## config.mk

```make
export PLATFORM = sky130hd
export DESIGN_NAME = gmm_match_pipe_k_flat
export DESIGN_NICKNAME = d
export VERILOG_FILES = /design/src/rtl/gmm_match_pipe_k_if.sv /design/src/rtl/gmm_match_pipe_k.sv /design/src/flat_wrapper.sv
export SDC_FILE = /design/constraint.sdc
export NUM_CORES = 2
export LEC_CHECK = 0
export ABC_AREA = 1
export BUFFER_PORTS_ARGS = -buffer_cell sky130_fd_sc_hd__buf_2
export CORE_ASPECT_RATIO = 1.25
export CORE_MARGIN = 5
export CORE_UTILIZATION = 65
export CTS_BUF_LIST = sky130_fd_sc_hd__clkbuf_8
export CTS_CLUSTER_SIZE = 25
export DETAILED_ROUTE_END_ITERATION = 16
export PLACE_DENSITY = 0.89
export SYNTH_ARGS = -nofsm -noshare
export SYNTH_HDL_FRONTEND = slang
export SYNTH_SLANG_ARGS = --single-unit
```

## constraint.sdc

```tcl
create_clock -name clk -period 7.7 [get_ports clk]
set_input_delay 1.54 -clock clk [delete_from_list [all_inputs] [get_ports clk]]
set_output_delay 1.54 -clock clk [all_outputs]
set_load 0.005 [all_outputs]
```

## src/rtl/gmm_match_pipe_k_if.sv

```systemverilog
// Beat interface of the GMM distance/match pipeline: sink side carries one pixel
// with its K cluster records, source side carries the per-cluster match results.
interface gmm_match_pipe_k_if #(
  parameter int K      = 3,
  parameter int C      = 3,
  parameter int CW     = 8,
  parameter int VW     = 16,
  parameter int COEF_W = 5,
  parameter int DW     = 20,
  parameter int TAG_W  = 32
);
  localparam int IW = (K > 1) ? $clog2(K) : 1;
  localparam int NW = $clog2(K + 1);

  logic                  snk_valid;
  logic                  snk_ready;
  logic [C*CW-1:0]       snk_pix;
  logic [K*C*CW-1:0]     snk_mean;
  logic [K*VW-1:0]       snk_var;
  logic [NW-1:0]         snk_n;
  logic [COEF_W-1:0]     snk_coef;
  logic                  snk_mode;
  logic [TAG_W-1:0]      snk_tag;

  logic                  src_ready;
  logic                  src_valid;
  logic [K*DW-1:0]       src_dist;
  logic [K-1:0]          src_mask;
  logic [DW-1:0]         src_min;
  logic [IW-1:0]         src_min_idx;
  logic [DW-1:0]         src_max;
  logic [IW-1:0]         src_max_idx;
  logic                  src_matched;
  logic [TAG_W-1:0]      src_tag;

  modport master (
    output snk_valid, snk_pix, snk_mean, snk_var, snk_n, snk_coef, snk_mode, snk_tag,
    output src_ready,
    input  snk_ready,
    input  src_valid, src_dist, src_mask, src_min, src_min_idx, src_max, src_max_idx,
    input  src_matched, src_tag
  );

  modport slave (
    input  snk_valid, snk_pix, snk_mean, snk_var, snk_n, snk_coef, snk_mode, snk_tag,
    input  src_ready,
    output snk_ready,
    output src_valid, src_dist, src_mask, src_min, src_min_idx, src_max, src_max_idx,
    output src_matched, src_tag
  );
endinterface

```

## src/rtl/gmm_match_pipe_k.sv

```systemverilog
// Four-stage valid/ready pipeline: per-cluster colour distance (L2^2 or L1),
// variance-limit match mask, argmin over matches and argmax over active clusters.
module gmm_match_pipe_k #(
  parameter int K      = 3,
  parameter int C      = 3,
  parameter int CW     = 8,
  parameter int VW     = 16,
  parameter int COEF_W = 5,
  parameter int DW     = 20,
  parameter int TAG_W  = 32
) (
  input logic              clk,
  input logic              rst,
  gmm_match_pipe_k_if.slave bus
);
  localparam int IW   = (K > 1) ? $clog2(K) : 1;
  localparam int NW   = $clog2(K + 1);
  localparam int LW   = COEF_W + VW;
  localparam int CMPW = (DW > LW) ? DW : LW;

  if (DW < 2*CW + $clog2(C) + 1) begin : g_dw_check
    $error("gmm_match_pipe_k: DW too narrow for the distance sum");
  end

  logic v1, v2, v3, v4;
  logic r1, r2, r3, r4;

  // A stage can take a new beat when it is empty or its contents move on this edge.
  assign r4 = bus.src_ready | ~v4;
  assign r3 = r4 | ~v3;
  assign r2 = r3 | ~v2;
  assign r1 = r2 | ~v1;
  assign bus.snk_ready = r1;

  logic [K-1:0][C-1:0][CW-1:0] a_c, s1_a;
  logic [K-1:0][LW-1:0]        lim_c, s1_lim, s2_lim;
  logic [NW-1:0]               n_c, s1_n, s2_n;
  logic                        s1_mode;
  logic [TAG_W-1:0]            s1_tag, s2_tag, s3_tag, s4_tag;

  logic [K-1:0][DW-1:0]        dist_c, s2_dist, s3_dist, s4_dist;
  logic [K-1:0]                mask_c, s3_mask, s4_mask;
  logic [DW-1:0]               min_c, s3_min, s4_min;
  logic [DW-1:0]               max_c, s3_max, s4_max;
  logic [IW-1:0]               min_idx_c, s3_min_idx, s4_min_idx;
  logic [IW-1:0]               max_idx_c, s3_max_idx, s4_max_idx;
  logic                        have_min;

  always_comb begin
    a_c   = '0;
    lim_c = '0;
    for (int unsigned k = 0; k < K; k++) begin
      lim_c[k] = LW'(bus.snk_coef) * LW'(bus.snk_var[k*VW +: VW]);
      for (int unsigned c = 0; c < C; c++) begin
        a_c[k][c] = (bus.snk_pix[c*CW +: CW] > bus.snk_mean[(k*C + c)*CW +: CW])
                  ? bus.snk_pix[c*CW +: CW] - bus.snk_mean[(k*C + c)*CW +: CW]
                  : bus.snk_mean[(k*C + c)*CW +: CW] - bus.snk_pix[c*CW +: CW];
      end
    end
    n_c = (bus.snk_n > NW'(K)) ? NW'(K) : bus.snk_n;
  end

  always_comb begin
    dist_c = '0;
    for (int unsigned k = 0; k < K; k++) begin
      dist_c[k] = DW'(1);
      for (int unsigned c = 0; c < C; c++) begin
        dist_c[k] = dist_c[k] + (s1_mode ? DW'(s1_a[k][c])
                                         : DW'(s1_a[k][c]) * DW'(s1_a[k][c]));
      end
    end
  end

  // Strict comparisons keep the lowest index on ties; dist[0]/index 0 are the fallbacks.
  always_comb begin
    mask_c    = '0;
    min_c     = s2_dist[0];
    min_idx_c = '0;
    max_c     = s2_dist[0];
    max_idx_c = '0;
    have_min  = 1'b0;
    for (int unsigned k = 0; k < K; k++) begin
      if (NW'(k) < s2_n) begin
        if (s2_dist[k] > max_c) begin
          max_c     = s2_dist[k];
          max_idx_c = IW'(k);
        end
        if (CMPW'(s2_dist[k]) <= CMPW'(s2_lim[k])) begin
          mask_c[k] = 1'b1;
          if (!have_min || s2_dist[k] < min_c) begin
            min_c     = s2_dist[k];
            min_idx_c = IW'(k);
            have_min  = 1'b1;
          end
        end
      end
    end
  end

  always_ff @(posedge clk or negedge rst) begin
    if (!rst) begin
      v1 <= 1'b0; v2 <= 1'b0; v3 <= 1'b0; v4 <= 1'b0;
      s1_a <= '0; s1_lim <= '0; s1_n <= '0; s1_mode <= 1'b0; s1_tag <= '0;
      s2_dist <= '0; s2_lim <= '0; s2_n <= '0; s2_tag <= '0;
      s3_dist <= '0; s3_mask <= '0; s3_min <= '0; s3_min_idx <= '0;
      s3_max <= '0; s3_max_idx <= '0; s3_tag <= '0;
      s4_dist <= '0; s4_mask <= '0; s4_min <= '0; s4_min_idx <= '0;
      s4_max <= '0; s4_max_idx <= '0; s4_tag <= '0;
    end else begin
      if (r1) begin
        v1 <= bus.snk_valid;
        if (bus.snk_valid) begin
          s1_a    <= a_c;
          s1_lim  <= lim_c;
          s1_n    <= n_c;
          s1_mode <= bus.snk_mode;
          s1_tag  <= bus.snk_tag;
        end
      end
      if (r2) begin
        v2 <= v1;
        if (v1) begin
          s2_dist <= dist_c;
          s2_lim  <= s1_lim;
          s2_n    <= s1_n;
          s2_tag  <= s1_tag;
        end
      end
      if (r3) begin
        v3 <= v2;
        if (v2) begin
          s3_dist    <= s2_dist;
          s3_mask    <= mask_c;
          s3_min     <= min_c;
          s3_min_idx <= min_idx_c;
          s3_max     <= max_c;
          s3_max_idx <= max_idx_c;
          s3_tag     <= s2_tag;
        end
      end
      if (r4) begin
        v4 <= v3;
        if (v3) begin
          s4_dist    <= s3_dist;
          s4_mask    <= s3_mask;
          s4_min     <= s3_min;
          s4_min_idx <= s3_min_idx;
          s4_max     <= s3_max;
          s4_max_idx <= s3_max_idx;
          s4_tag     <= s3_tag;
        end
      end
    end
  end

  assign bus.src_valid   = v4;
  assign bus.src_dist    = s4_dist;
  assign bus.src_mask    = s4_mask;
  assign bus.src_min     = s4_min;
  assign bus.src_min_idx = s4_min_idx;
  assign bus.src_max     = s4_max;
  assign bus.src_max_idx = s4_max_idx;
  assign bus.src_matched = |s4_mask;
  assign bus.src_tag     = s4_tag;
endmodule
```

## src/flat_wrapper.sv

```systemverilog
// flat-port wrapper written by rule: the top's interface ports become plain ports
module gmm_match_pipe_k_flat 
#(
  parameter int K      = 3,
  parameter int C      = 3,
  parameter int CW     = 8,
  parameter int VW     = 16,
  parameter int COEF_W = 5,
  parameter int DW     = 20,
  parameter int TAG_W  = 32
)
  (clk, rst, bus_snk_valid, bus_snk_pix, bus_snk_mean, bus_snk_var, bus_snk_n, bus_snk_coef, bus_snk_mode, bus_snk_tag, bus_src_ready, bus_snk_ready, bus_src_valid, bus_src_dist, bus_src_mask, bus_src_min, bus_src_min_idx, bus_src_max, bus_src_max_idx, bus_src_matched, bus_src_tag);
  gmm_match_pipe_k_if #(.K(K), .C(C), .CW(CW), .VW(VW), .COEF_W(COEF_W), .DW(DW), .TAG_W(TAG_W)) bus_i ();
  input logic clk;
  input logic rst;
  input wire logic [$bits(bus_i.snk_valid)-1:0] bus_snk_valid;
  input wire logic [$bits(bus_i.snk_pix)-1:0] bus_snk_pix;
  input wire logic [$bits(bus_i.snk_mean)-1:0] bus_snk_mean;
  input wire logic [$bits(bus_i.snk_var)-1:0] bus_snk_var;
  input wire logic [$bits(bus_i.snk_n)-1:0] bus_snk_n;
  input wire logic [$bits(bus_i.snk_coef)-1:0] bus_snk_coef;
  input wire logic [$bits(bus_i.snk_mode)-1:0] bus_snk_mode;
  input wire logic [$bits(bus_i.snk_tag)-1:0] bus_snk_tag;
  input wire logic [$bits(bus_i.src_ready)-1:0] bus_src_ready;
  output wire logic [$bits(bus_i.snk_ready)-1:0] bus_snk_ready;
  output wire logic [$bits(bus_i.src_valid)-1:0] bus_src_valid;
  output wire logic [$bits(bus_i.src_dist)-1:0] bus_src_dist;
  output wire logic [$bits(bus_i.src_mask)-1:0] bus_src_mask;
  output wire logic [$bits(bus_i.src_min)-1:0] bus_src_min;
  output wire logic [$bits(bus_i.src_min_idx)-1:0] bus_src_min_idx;
  output wire logic [$bits(bus_i.src_max)-1:0] bus_src_max;
  output wire logic [$bits(bus_i.src_max_idx)-1:0] bus_src_max_idx;
  output wire logic [$bits(bus_i.src_matched)-1:0] bus_src_matched;
  output wire logic [$bits(bus_i.src_tag)-1:0] bus_src_tag;
  assign bus_i.snk_valid = bus_snk_valid;
  assign bus_i.snk_pix = bus_snk_pix;
  assign bus_i.snk_mean = bus_snk_mean;
  assign bus_i.snk_var = bus_snk_var;
  assign bus_i.snk_n = bus_snk_n;
  assign bus_i.snk_coef = bus_snk_coef;
  assign bus_i.snk_mode = bus_snk_mode;
  assign bus_i.snk_tag = bus_snk_tag;
  assign bus_i.src_ready = bus_src_ready;
  assign bus_snk_ready = bus_i.snk_ready;
  assign bus_src_valid = bus_i.src_valid;
  assign bus_src_dist = bus_i.src_dist;
  assign bus_src_mask = bus_i.src_mask;
  assign bus_src_min = bus_i.src_min;
  assign bus_src_min_idx = bus_i.src_min_idx;
  assign bus_src_max = bus_i.src_max;
  assign bus_src_max_idx = bus_i.src_max_idx;
  assign bus_src_matched = bus_i.src_matched;
  assign bus_src_tag = bus_i.src_tag;
  gmm_match_pipe_k #(.K(K), .C(C), .CW(CW), .VW(VW), .COEF_W(COEF_W), .DW(DW), .TAG_W(TAG_W)) u_core (.clk(clk), .rst(rst), .bus(bus_i));
endmodule
```

# --- Word-level counts from Yosys, hierarchy flattened ---
# Index checks and enable logic that the tools add are counted.
word_totals:
  input_bits: 188
  elab_cells: 169
  register_bits: 609
  out_inout_bits: 142
classes:
  multipliers: 12
  reduce_logical: 9
  bitwise: 8
  n_lt_le_gt_ge: 20
  add_sub_neg: 27
  n_mux: 48
op_table:
  columns: ["op", "n"]
  rows:
  - ["$mux W20", 10]
  - ["$mul A8 B8 Y16", 9]
  - ["$mux W16", 9]
  - ["$sub A8 B8 Y8", 18]
  - ["$add A20 B20 Y20", 6]
  - ["$gt A8 B8 Y1", 9]
  - ["$mux W8", 9]
  - ["$le A20 B21 Y1", 3]
  - ["$mul A5 B16 Y21", 3]
  - ["$add A1 B20 Y20 const A", 3]
  - ["$gt A20 B20 Y1", 2]
  - ["$lt A20 B20 Y1", 2]
  - ["$mux W2", 9]
  - ["$mux W1", 11]
  - ["$reduce_and A2 Y1", 4]
  - ["$lt A1 B2 Y1 const A", 2]
  - ["$not A1 Y1", 4]
  - ["$or A1 B1 Y1", 4]
  - ["$reduce_or A3 Y1", 1]
  - ["$gt A2 B2 Y1 const B", 1]
  - ["$logic_not A1 Y1", 2]
  - ["$logic_or A1 B1 Y1", 2]
  - ["$lt A2 B2 Y1 const A", 1]

# --- Depth between registers and ports, before layout ---
depth:
  ltp_word: 13
  mapped_depth: 36
  mapped_depth_nobuf: 35

# --- Least setup slack after synthesis ---
# OpenSTA, ideal clock, no wires.
synth_path:
  path_type: "register to register"
  from: "register u_core.s1_a[5] (netlist name)"
  to: "register u_core.s2_dist[15] (netlist name)"
  period_less_slack_ps: 5953
  required_ps: 7570
  stages_incl_launch_ff: 31
  arrival_time_ps: 5824
  n_path_buf: 1
  setup_ps: 130
  slack_ps: 1747
  path_cell_list: "dfrtp_1 > clkbuf_1 > nand2_1 > fa_1 > fa_1 > inv_1 > fa_1 > inv_1 > fa_1 > inv_1 > ha_1 > a21oi_1 > o21ai_0 > a21oi_1 > nor2_1 > nor2_1 > o21bai_1 > a21oi_1 > o21bai_1 > a21oi_1 > o21ai_0 > fa_1 > inv_1 > ha_1 > nand2_1 > o211ai_1 > a21oi_1 > nand2_1 > or2_2 > nand3_1 > o21ai_0"
synth_between:
  elab_chain_len: 5
synth_rtl:
  columns: ["element", "line", "source"]
  rows:
  - ["start: declaration", "gmm_match_pipe_k.sv:35", "logic [K-1:0][C-1:0][CW-1:0] a_c, s1_a;"]
  - ["start signal: assignment", "gmm_match_pipe_k.sv:103", "s1_a <= '0; s1_lim <= '0; s1_n <= '0; s1_mode <= 1'b0; s1_tag <= '0;"]
  - ["start signal: assignment", "gmm_match_pipe_k.sv:113", "s1_a <= a_c;"]
  - ["$mul A8 B8 Y16", "gmm_match_pipe_k.sv:69", ": DW'(s1_a[k][c]) * DW'(s1_a[k][c]));"]
  - ["$mux W16 *", "gmm_match_pipe_k.sv:68", "dist_c[k] = dist_c[k] + (s1_mode ? DW'(s1_a[k][c])"]
  - ["$add A1 B20 Y20 *", "gmm_match_pipe_k.sv:68", null]
  - ["$add A20 B20 Y20 * (2 in a row)", "gmm_match_pipe_k.sv:68", null]
  - ["end signal: assignment", "gmm_match_pipe_k.sv:123", "s2_dist <= dist_c;"]
  - ["end: declaration", "gmm_match_pipe_k.sv:41", "logic [K-1:0][DW-1:0] dist_c, s2_dist, s3_dist, s4_dist;"]
# Every way passes the cells marked *; elsewhere a longest branch is shown, timed or not.
# A chain may end at the register's enable or synchronous reset.

# --- Worst setup path after layout ---
layout_path:
  from: "register u_core.s1_a[29] (netlist name)"
  to: "register u_core.s2_dist[37] (netlist name)"
# Same word-level chain as after synthesis.

==> flow_metrics.py <==
metrics = {
    "logic_synthesis": {
        "ys.flop_type": "dfrtp_1",
        "synth_edf_count": 0,
        "synth_cells": 7098,
        "netlist_area_um2": 55800,
        "synth_top_area_frac": 0.261,
        "yosysWarnings": 0,
        "yosysTopAreaCell": "dfrtp_1",
        "async_flop_share": 1.00,
        "synthTopCellsByArea": "dfrtp_1 26%, fa_1 15%, ha_1 14%",
        "avgSynthCellArea_um2": 7.87,
        "ys_ff_latch": 583,
        "synth.distinct_cells": 57,
        "synth-seq-area-share": 0.261,
    },
    "min_path": {
        "hold_path_end": "u_core.s3_tag[29]",
        "hp-class": "register to register",
        "holdPathStages": 2,
        "hp-start": "u_core.s2_tag[29]",
    },
    "floorplan": {
        "pin_count": 330,
        "die_y_um": 338,
        "start_util": 0.654,
        "die_area_um2": 91900,
        "core_area_um2": 85400,
        "rows": 120,
        "die_w_um": 272,
    },
    "layout": {
        "most-common-layout-cells": "1802 x nand2_1, 1406 x inv_1, 642 x ha_1, 608 x o21ai_0, 582 x dfrtp_1",
        "area.growth.synth_to_final_pct": 7.53,
        "multi_input_area_um2": 35100,
        "fillers": 6634,
        "nNetsFinal": 8526,
        "fin_area_um2": 60000,
        "drive_above_1_share": 0.0863,
        "regArea_um2": 14600,
        "final_common_cell": "nand2_1",
    },
    "sta": {
        "drv_slew": 0,
        "max_slew.worst_pin.slew_ps": 1220,
        "setup_ws_ps": 1120,
        "max_freq_ghz": 0.152,
        "relSlewSlack": 0.185,
        "hold_viol": 0,
        "fin_crit_sh": 0.855,
        "finalSetupTns_ps": 0,
        "hold-worst-slack_ps": 469,
        "skew_ps": 43.8,
        "rsz0062_at_grt": "no",
        "setup_viol": 0,
        "fin_crit_ps": 6580,
    },
    "worst_setup_path": {
        "startpoint": "u_core.s1_a[29]",
        "r2r_end": "u_core.s2_dist[37]",
        "cp.required_ps": 8360,
        "start_kind": "register",
        "rr_startpoint": "u_core.s1_a[29]",
        "critPathMaxStageDelay_ps": 570,
        "path_class": "register to register",
        "rr_worst_depth": 29,
        "cp_max_fo": 13,
        "r2r_slack_ps": 1120,
        "crit_path_end_kind": "register",
        "cp_data_arrival_time_ps": 7250,
        "slowest_stage": "dfrtp_1",
    },
    "cts": {
        "clk_pin_slew_ps": 70,
        "htreeDepth": 3,
        "cts_tree": "yes",
        "clockBufferDepth": 3,
        "post_cts_buffers": 0,
        "cts_inserted_buffers": 90,
        "postCtsHoldBufs": 0,
        "clk-insertion-delay-late_ps": 760,
        "clock_sinks": 583,
        "clockRootBuffer": "clkbuf_8",
        "post_cts_resized": 0,
    },
    "placement": {
        "pre_cts_ws_ps": 1280,
        "port_buffers": 319,
        "dp_hpwl_um": 118000,
        "gp_congestion": 1.01,
        "place_area_um2": 58100,
    },
    "route": {
        "ant_nets": 0,
        "drt_first_iter_violations": 3594,
        "vias": 47641,
        "totalWireLength_um": 149000,
        "drc": 0,
        "drt_pass1_iterations": 6,
        "wl_per_cell_um": 17.6,
        "via_per_inst": 5.64,
    },
    "global_route": {
        "overflow": 0,
        "grt_pass1_wl_um": 241000,
        "gr-usage-all-layers": 0.322,
        "grt_pass1_vias": 48654,
        "antenna_found_initial": 4,
        "grt_start_max_net_pins": 172,
    },
    "outcome": {
        "outcome": "completed",
    },
    "job": {
        "maxCapViolCount": 0,
    },
}
## layout make-up
| class | count | share of cell area |
|---|---|---|
| well taps | 1098 | 0.0229 |
| inverters | 1389 | 0.0869 |
| flip-flops and latches | 583 | 0.243 |
| clock inverters | 54 | 0.00748 |
| multi-input cells | 4876 | 0.584 |
| repair buffers | 338 | 0.0300 |
| diodes | 6 | 0.000250 |
| clock buffers | 110 | 0.0252 |
## how the worst max path moves through the flow
stage	to	slack, ps	cells after the start
after floorplan	u_core.s2_dist[15]	1750	30
after global placement	u_core.s2_dist[15]	1340	29
after detailed placement	u_core.s2_dist[15]	1280	29
after CTS	u_core.s2_dist[37]	1210	29
after global routing	u_core.s2_dist[36]	690	31
final	u_core.s2_dist[37]	1120	29
## synth_stat cells, drive strengths merged (17+ instances only)
| master | instances |
|---|---|
| nand2 | 1812 |
| o21bai | 36 |
| inv | 1388 |
| o31ai | 21 |
| nand3 | 146 |
| nand4 | 27 |
| fa | 418 |
| nor2 | 253 |
| ha | 642 |
| xnor2 | 77 |
| dfrtp | 583 |
| buf | 36 |
| mux2i | 20 |
| o21ai | 621 |
| a31oi | 23 |
| o2bb2ai | 17 |
| nor3 | 32 |
| or2 | 18 |
| a21oi | 368 |
| xor2 | 114 |
| mux2 | 109 |
| o211ai | 18 |
| clkbuf | 230 |
## per-stage QoR
| step | cells | utilization |
|---|---|---|
| 2_1_floorplan | 7114 | - |
| 3_3_place_gp | 8284 | 0.680 |
| 3_5_place_dp | 8284 | 0.680 |
| 4_1_cts | 8448 | 0.703 |
| 5_1_grt | 8450 | 0.703 |
| 6_report | 8454 | 0.703 |
## layer usage
metal,track usage,vias up,share of wire
li1,-,22498,-
met1,0.380,22937,0.38
met2,0.567,1714,0.49
met3,0.0570,492,0.070
met4,0.161,0,0.056
met5,0,-,0
## worst max-delay path, delay by kind of cell (launching register included)
kind                     cells  cell delay, ps
AO/OA/AOI/OAI               10            1480
adder cells (fa/ha/maj)      7            3210
buffers and inverters        3             180
flip-flops                   1             570
AND/OR/NAND/NOR              9            1060
## registers in the layout, summed over array words and instances (netlist names), 54 cells and up
register             count
u_core.s2_lim           63
u_core.s1_lim           63
u_core.bus.src_dist     54
u_core.s1_a             72
u_core.s3_dist          54
u_core.s2_dist          54
## cells by family after synthesis
logic type               Yosys count  synth area share
buffers and inverters           1655             0.112
multiplexers                     129            0.0256
other                              2          0.000135
flip-flops                       583             0.261
adder cells (fa/ha/maj)         1060             0.294
AND/OR/NAND/NOR                 2309             0.163
XOR/XNOR                         191            0.0300
AO/OA/AOI/OAI                   1169             0.114
Power is left out: the tool's default activity adds up to more than one toggle a clock period on the data nets, which glitch-free logic cannot reach.
